## config.mk

```make
export PLATFORM = sky130hd
export DESIGN_NAME = fir_top_axi4lite
export DESIGN_NICKNAME = d
export VERILOG_FILES = /design/src/rtl/fir_top_axi4lite.sv
export SDC_FILE = /design/constraint.sdc
export NUM_CORES = 2
export LEC_CHECK = 0
export CORE_UTILIZATION = 40
export CTS_CLUSTER_SIZE = 14
export DETAILED_ROUTE_END_ITERATION = 6
export PLACE_DENSITY = 0.57
export SETUP_SLACK_MARGIN = 0.05
export SLEW_MARGIN = 25
export SYNTH_ARGS = -nofsm -noshare
export SYNTH_HDL_FRONTEND = slang
export SYNTH_SLANG_ARGS = --single-unit
```

## constraint.sdc

```tcl
create_clock -name clk_i -period 46 [get_ports clk_i]
set_clock_uncertainty 0.15 [all_clocks]
set_input_delay 4.6 -clock clk_i [delete_from_list [all_inputs] [get_ports clk_i]]
set_output_delay 4.6 -clock clk_i [all_outputs]
set_load 0.1 [all_outputs]
```

## src/rtl/fir_top_axi4lite.sv

```systemverilog
// AXI4-Lite register block: 32 input samples, 4-tap FIR [1 2 2 1] over one run, 32 output words.
// Write/read responses arrive one cycle after acceptance; one outstanding transfer per channel; run takes 32 cycles.
module fir_top_axi4lite (
    input  logic        clk_i,
    input  logic        rst_ni,
    input  logic [31:0] i_axi_awaddr,
    input  logic        i_axi_awvalid,
    output logic        o_axi_awready,
    input  logic [3:0]  i_axi_awcache,
    input  logic [2:0]  i_axi_awprot,
    input  logic [31:0] i_axi_wdata,
    input  logic [3:0]  i_axi_wstrb,
    input  logic        i_axi_wvalid,
    output logic        o_axi_wready,
    output logic [1:0]  o_axi_bresp,
    output logic        o_axi_bvalid,
    input  logic        i_axi_bready,
    input  logic [31:0] i_axi_araddr,
    input  logic        i_axi_arvalid,
    output logic        o_axi_arready,
    input  logic [3:0]  i_axi_arcache,
    input  logic [2:0]  i_axi_arprot,
    output logic [31:0] o_axi_rdata,
    output logic [1:0]  o_axi_rresp,
    output logic        o_axi_rvalid,
    input  logic        i_axi_rready
);

    typedef enum logic {IDLE, BUSY} state_t;

    state_t      state;
    logic [4:0]  cnt;
    logic        start_q;
    logic        done_q;
    logic [15:0] in_mem  [32];
    logic [31:0] out_mem [32];

    logic        wr_hs, rd_hs;
    logic [7:0]  wr_word, rd_word;
    logic        wr_map, rd_map;
    logic        wr_start, wr_in, start_new, launch;
    logic [31:0] rd_mux;
    logic [4:0]  idx1, idx2, idx3;
    logic [31:0] x0, x1, x2, x3, fir;
    logic        unused_ok;

    function automatic logic [31:0] sext(input logic [15:0] s);
        return {{16{s[15]}}, s};
    endfunction

    assign o_axi_bresp = 2'b00;
    assign o_axi_rresp = 2'b00;

    assign unused_ok = ^{i_axi_awcache, i_axi_awprot, i_axi_arcache, i_axi_arprot,
                         i_axi_wdata[31:16], i_axi_wstrb[3:2],
                         i_axi_awaddr[1:0], i_axi_araddr[1:0]};

    assign wr_hs     = i_axi_awvalid && i_axi_wvalid && o_axi_awready && o_axi_wready;
    assign rd_hs     = i_axi_arvalid && o_axi_arready;
    assign wr_word   = i_axi_awaddr[9:2];
    assign rd_word   = i_axi_araddr[9:2];
    assign wr_map    = (i_axi_awaddr[31:10] == 22'd0);
    assign rd_map    = (i_axi_araddr[31:10] == 22'd0);
    assign wr_start  = wr_hs && wr_map && (wr_word == 8'h00);
    assign wr_in     = wr_hs && wr_map && (wr_word[7:5] == 3'b010);
    assign start_new = i_axi_wstrb[0] ? i_axi_wdata[0] : start_q;
    assign launch    = wr_start && start_new && !start_q && (state == IDLE);

    always_comb begin
        rd_mux = '0;
        if (rd_map) begin
            if (rd_word == 8'h00)
                rd_mux = {31'd0, start_q};
            else if (rd_word == 8'h01)
                rd_mux = {31'd0, done_q};
            else if (rd_word[7:5] == 3'b010)
                rd_mux = sext(in_mem[rd_word[4:0]]);
            else if (rd_word[7:5] == 3'b100)
                rd_mux = out_mem[rd_word[4:0]];
        end
    end

    // Taps before sample 0 are treated as zero rather than wrapping around the buffer.
    assign idx1 = cnt - 5'd1;
    assign idx2 = cnt - 5'd2;
    assign idx3 = cnt - 5'd3;

    always_comb begin
        x0  = sext(in_mem[cnt]);
        x1  = (cnt >= 5'd1) ? sext(in_mem[idx1]) : 32'd0;
        x2  = (cnt >= 5'd2) ? sext(in_mem[idx2]) : 32'd0;
        x3  = (cnt >= 5'd3) ? sext(in_mem[idx3]) : 32'd0;
        fir = x0 + {x1[30:0], 1'b0} + {x2[30:0], 1'b0} + x3;
    end

    always_ff @(posedge clk_i or posedge rst_ni) begin
        if (rst_ni) begin
            o_axi_awready <= 1'b0;
            o_axi_wready  <= 1'b0;
            o_axi_bvalid  <= 1'b0;
            o_axi_arready <= 1'b0;
            o_axi_rvalid  <= 1'b0;
            o_axi_rdata   <= '0;
        end else begin
            o_axi_awready <= i_axi_awvalid && i_axi_wvalid && !o_axi_awready && !o_axi_bvalid;
            o_axi_wready  <= i_axi_awvalid && i_axi_wvalid && !o_axi_awready && !o_axi_bvalid;
            if (wr_hs)
                o_axi_bvalid <= 1'b1;
            else if (i_axi_bready)
                o_axi_bvalid <= 1'b0;

            o_axi_arready <= i_axi_arvalid && !o_axi_arready && !o_axi_rvalid;
            if (rd_hs) begin
                o_axi_rvalid <= 1'b1;
                o_axi_rdata  <= rd_mux;
            end else if (i_axi_rready) begin
                o_axi_rvalid <= 1'b0;
            end
        end
    end

    always_ff @(posedge clk_i or posedge rst_ni) begin
        if (rst_ni) begin
            state   <= IDLE;
            cnt     <= '0;
            start_q <= 1'b0;
            done_q  <= 1'b0;
            for (int i = 0; i < 32; i++) begin
                in_mem[i]  <= '0;
                out_mem[i] <= '0;
            end
        end else begin
            if (wr_start && i_axi_wstrb[0])
                start_q <= i_axi_wdata[0];
            if (wr_in && state == IDLE) begin
                if (i_axi_wstrb[0]) in_mem[wr_word[4:0]][7:0]  <= i_axi_wdata[7:0];
                if (i_axi_wstrb[1]) in_mem[wr_word[4:0]][15:8] <= i_axi_wdata[15:8];
            end
            case (state)
                IDLE: begin
                    if (launch) begin
                        state  <= BUSY;
                        cnt    <= '0;
                        done_q <= 1'b0;
                    end
                end
                BUSY: begin
                    out_mem[cnt] <= fir;
                    cnt          <= cnt + 5'd1;
                    if (cnt == 5'd31) begin
                        state  <= IDLE;
                        done_q <= 1'b1;
                    end
                end
            endcase
        end
    end

endmodule

```

==> tab_implementation.tex <==
\begin{tabular}{lr}
\hline
Metric & Value \\
\hline
\multicolumn{2}{l}{\textbf{Routing}} \\
First-pass iteration count of the detailed router & 6 \\
Antenna-violating nets left & 0 \\
Final wirelength & 292.8 mm \\
Routed WL per cell & about 29 um \\
DRT iter0 DRCs & 6,973 \\
Number of remaining DRC errors & 0 \\
Routed via count & 63,740 \\
Routed via count divided by cell count & between 6 and 7 \\
\multicolumn{2}{l}{\textbf{Power and ir drop}} \\
Gate power share & 0.036 \\
Switching fraction of total power & 0.2324 \\
Pwr Total & 3.038 mW \\
Peak supply drop & 42.40 uV \\
Net load switching power & 706.0 uW \\
Internal power summed over all cells & 2.332 mW \\
Static power due to leakage & 46.24 nW \\
Flop pwr share & 0.458 \\
Power density cells & 30.34 mW/mm\^{}2 \\
Part of the total power dissipated in the clock network & 0.506 \\
\multicolumn{2}{l}{\textbf{Synthesis}} \\
Ys async rst share & 1.000 \\
Gate count after technology mapping & between 7,000 and 8,000 \\
Main combinational cell family by area after synthesis & multiplexers \\
Mean instance size in the synthesized netlist & $\sim$13 um\^{}2 \\
Synth warnings & 0 \\
Proportion of synthesized area in mux cells & 0.3372 \\
Simple-gate area share of the yosys netlist & 0.06846 \\
Top FF cell, synth & sky130\_fd\_sc\_hd\_\_dfrtp\_1 \\
Synth Area in XOR/XNOR & 0.001737 \\
Synthesized-area fraction occupied by adder cells & 0.01131 \\
Post-synthesis compound-gate area fraction & 0.1039 \\
FF+latch count, synth & 1,580 \\
Syn Std Cell Area & 0.09003 mm\^{}2 \\
Number of enable flip-flop cells after synthesis & 0 \\
Sequential share of the synthesized area & 0.4392 \\
Count of different cell masters after synthesis & 74 \\
\multicolumn{2}{l}{\textbf{Hold path}} \\
Class of the worst hold path & flip-flop to flip-flop \\
Hold path depth & 1 \\
\multicolumn{2}{l}{\textbf{Floorplanning}} \\
X dimension of the die & between 400 and 500 um \\
Core area & 0.2230 mm\^{}2 \\
Number of rows created at floorplan & roughly 170 \\
IO Pins & 162 \\
Die area & 0.2270 mm\^{}2 \\
Die Ht & 476.4 um \\
Starting Density & 0.4038 \\
\multicolumn{2}{l}{\textbf{Clock tree}} \\
Root Buffer & sky130\_fd\_sc\_hd\_\_clkbuf\_16 \\
Post-CTS setup buffer count & 0 \\
TritonCTS clock tree & done \\
Maximum buffer depth of the clock tree & 3 \\
\# resized after CTS & 0 \\
Clock latency reported for the late side of the worst-skew pair & 0.88 ns \\
TritonCTS Buffers & 179 \\
Count of H-tree levels built during CTS & 4 \\
Clock edge transition at the registers on the reported setup and hold paths & 0.06 ns \\
CTS Sinks & 1,580 \\
Number of hold buffers added after cts & 0 \\
\multicolumn{2}{l}{\textbf{Setup path}} \\
Type of element launching the critical path & input pin \\
Startpoint-to-endpoint class of the critical path & input pin to async pin \\
Top delay family on crit path & buffers and inverters \\
Crit-path slowest cell & sky130\_fd\_sc\_hd\_\_buf\_4 \\
Longest individual stage delay on the worst path & 0.86 ns \\
Worst path bufs/invs & 9 \\
Number of logic stages on the critical path including buffering & 9 \\
Peak fanout along the critical path & 151 \\
Cell-by-cell listing of the critical path & clkdlybuf4s50\_1 > clkinvlp\_4 > buf\_4 > buf\_4 > buf\_12 > buf\_4 > buf\_6 > buf\_12 > buf\_16 \\
Kind of capture point of the worst setup path & async pin \\
Arrival time of the worst setup path & 9.90 ns \\
Worst path most repeated cell & sky130\_fd\_sc\_hd\_\_buf\_4 \\
Req. time, crit path & 46.85 ns \\
Worst reg2reg path depth & 19 \\
\multicolumn{2}{l}{\textbf{Run}} \\
Maximum capacitance violations & 0 \\
\multicolumn{2}{l}{\textbf{Placed design}} \\
Number of placed instances, taps included & 9,619 \\
Port Buffers & 121 \\
Placer's final routability congestion estimate & 0.9084 \\
Detailed placer's ending HPWL & around 190 mm \\
Area post-placement & 0.09366 mm\^{}2 \\
Setup slack at placement & 35.43 ns \\
\multicolumn{2}{l}{\textbf{STA}} \\
Final min period & around 9.0 ns \\
Slew of the pin with the lowest slew margin & 1.171 ns \\
Pins over their slew limit & 0 \\
Hold Slack & 0.3075 ns \\
Final WS setup & around 37 ns \\
Sum of negative setup slack & 0 ns \\
Total count of hold-check failures in the final report & 0 \\
Period utilization & 0.1967 \\
Setup violators final & 0 \\
Unrepaired setup endpoints after global routing & false \\
Normalized max-slew margin & 0.2196 \\
Achievable Freq & 110.5 MHz \\
\multicolumn{2}{l}{\textbf{GRT}} \\
Initial antenna violation count & 13 \\
Overall track demand over capacity in global routing & 0.2578 \\
Maximum number of pins on one net before global-route repair & roughly 200 \\
First-pass GRT wire length & 436.0 mm \\
Via count of the first global-routing pass & 63,390 \\
Leftover overflow at the end of global routing & 0 \\
\multicolumn{2}{l}{\textbf{Layout}} \\
Number of nets in the finished design & 7,011 \\
Fill cells & 20,150 \\
Count of non-filler cells in the finished layout & 9,959 \\
Synth-to-layout area growth & 11.22\% \\
Final core occ & 0.4491 \\
Ratio of cells with drive above 1 in the final layout & 0.3132 \\
Final std cell area, no fill & 0.1001 mm\^{}2 \\
\multicolumn{2}{l}{\textbf{Status}} \\
Status & finished, final reports clean \\
\hline
\end{tabular}
-- cells in the mapped netlist (17+ instances only) --
| cell | number | area share |
|---|---|---|
| sky130_fd_sc_hd__fa_1 | 34 | 0.0076 |
| sky130_fd_sc_hd__a211oi_1 | 21 | 0.0018 |
| sky130_fd_sc_hd__a22oi_1 | 72 | 0.0060 |
| sky130_fd_sc_hd__o21ai_0 | 498 | 0.028 |
| sky130_fd_sc_hd__a21o_1 | 412 | 0.034 |
| sky130_fd_sc_hd__nand2b_1 | 17 | 0.0012 |
| sky130_fd_sc_hd__or3_1 | 38 | 0.0026 |
| sky130_fd_sc_hd__o311ai_0 | 95 | 0.0092 |
| sky130_fd_sc_hd__buf_6 | 21 | 0.0026 |
| sky130_fd_sc_hd__buf_1 | 32 | 0.0013 |
| sky130_fd_sc_hd__o22ai_1 | 17 | 0.0012 |
| sky130_fd_sc_hd__buf_2 | 173 | 0.0096 |
| sky130_fd_sc_hd__mux2_2 | 562 | 0.070 |
| sky130_fd_sc_hd__mux2i_1 | 94 | 0.010 |
| sky130_fd_sc_hd__a221o_1 | 17 | 0.0019 |
| sky130_fd_sc_hd__nor2b_1 | 25 | 0.0017 |
| sky130_fd_sc_hd__a21oi_1 | 202 | 0.011 |
| sky130_fd_sc_hd__clkbuf_1 | 417 | 0.017 |
| sky130_fd_sc_hd__dfrtp_1 | 1580 | 0.44 |
| sky130_fd_sc_hd__nand2_1 | 1119 | 0.047 |
| sky130_fd_sc_hd__nor2_1 | 147 | 0.0061 |
| sky130_fd_sc_hd__ha_1 | 27 | 0.0038 |
| sky130_fd_sc_hd__and2_1 | 37 | 0.0026 |
| sky130_fd_sc_hd__o31ai_1 | 33 | 0.0028 |
| sky130_fd_sc_hd__nor3_1 | 21 | 0.0012 |
| sky130_fd_sc_hd__mux4_2 | 1025 | 0.26 |
| sky130_fd_sc_hd__a221oi_1 | 18 | 0.0018 |
| sky130_fd_sc_hd__buf_4 | 46 | 0.0038 |
| sky130_fd_sc_hd__inv_1 | 69 | 0.0029 |
-- final timing paths --
path                                 to         start  slack (ns)
max                        out_mem[563]        rst_ni       36.95
min in group asynchronous   in_mem[317]        rst_ni        4.19
min reg2reg                o_axi_wready  o_axi_bvalid        0.31
min                        o_axi_wready  o_axi_bvalid        0.31
max in group clk_i         out_mem[831]        cnt[0]       37.00
max reg2reg                out_mem[831]        cnt[0]       37.00
-- cell usage in the layout, fill, tap and decap left out, drive strengths merged, types with 37 or more instances in the layout --
cell type,Yosys,routed
dfrtp,1580,1580
o21ai,513,513
and2,37,37
clkinv,0,39
o311ai,95,95
clkbuf,425,259
nand2,1119,1119
clkdlybuf4s50,0,105
a21oi,212,212
mux4,1025,1025
a22oi,72,72
mux2,562,562
or3,38,38
nor2,148,148
buf,272,191
inv,70,75
mux2i,94,94
a21o,412,412
-- state kept, by name, summed over array words and instances (netlist names) --
name,cells
o_axi_rdata,32
cnt,5
out_mem,1024
o_axi_wready,1
start_q,1
state,1
o_axi_rvalid,1
o_axi_arready,1
done_q,1
o_axi_bvalid,1
in_mem,512
-- layout make-up --
type	instances	area [um^2]	share of cell area
diodes	7	17.52	0.0001749
clock buffers	259	5324	0.05317
clock inverters	70	1020	0.01018
inverters	70	266.5	0.002662
multi-input cells	4702	47510	0.4745
flip-flops and latches	1580	39550	0.3950
well taps	2975	3722	0.03717
repair buffers	296	2725	0.02722
-- worst reg2reg max path, cell delays in order, from the launching register on --
cell and delay [ns]:
sky130_fd_sc_hd__dfrtp_4 0.77, sky130_fd_sc_hd__buf_12 0.62, sky130_fd_sc_hd__buf_4 1.11, sky130_fd_sc_hd__buf_6 0.67, sky130_fd_sc_hd__mux4_2 0.67, sky130_fd_sc_hd__mux4_2 0.53
sky130_fd_sc_hd__mux2i_1 0.25, sky130_fd_sc_hd__nor2_1 0.11, sky130_fd_sc_hd__fa_1 0.56, sky130_fd_sc_hd__inv_1 0.06, sky130_fd_sc_hd__fa_1 0.50, sky130_fd_sc_hd__inv_1 0.05
sky130_fd_sc_hd__ha_1 0.39, sky130_fd_sc_hd__and3_1 0.21, sky130_fd_sc_hd__nand2_1 0.06, sky130_fd_sc_hd__a21oi_1 0.50, sky130_fd_sc_hd__o21a_2 0.23, sky130_fd_sc_hd__buf_4 0.63
sky130_fd_sc_hd__a21oi_1 0.54, sky130_fd_sc_hd__a21o_1 0.27
-- routing by layer --
metal / track usage / vias up / part of all wire
met2: 0.3954 / 3025 / 0.46
met5: 0 / - / 0.000099
met1: 0.3434 / 33680 / 0.40
met4: 0.1303 / 4 / 0.055
met3: 0.05927 / 737 / 0.086
li1: - / 26290 / -
-- kinds of logic (layout without fill, tap and decap cells) --
kind of cell / Yosys count / count (layout)
XOR/XNOR: 17 / 17
AO/OA/AOI/OAI: 1455 / 1455
buffers and inverters: 767 / 695
multiplexers: 1681 / 1681
other: 1 / 11
flip-flops: 1580 / 1580
AND/OR/NAND/NOR: 1484 / 1484
adder cells (fa/ha/maj): 61 / 61
-- power groups by stage --
| stage | clock network (mW) | registers [mW] | logic, mW |
|---|---|---|---|
| 2_1_floorplan | 0 | 1.42 | 0.0669 |
| 4_1_cts | 1.57 | 1.39 | 0.111 |
| 3_3_place_gp | 0 | 1.42 | 0.109 |
| 3_5_place_dp | 0 | 1.42 | 0.111 |
| 6_report | 1.54 | 1.39 | 0.110 |
| 5_1_grt | 1.62 | 1.39 | 0.118 |
Note: power is estimated with default switching activity, not from simulation.
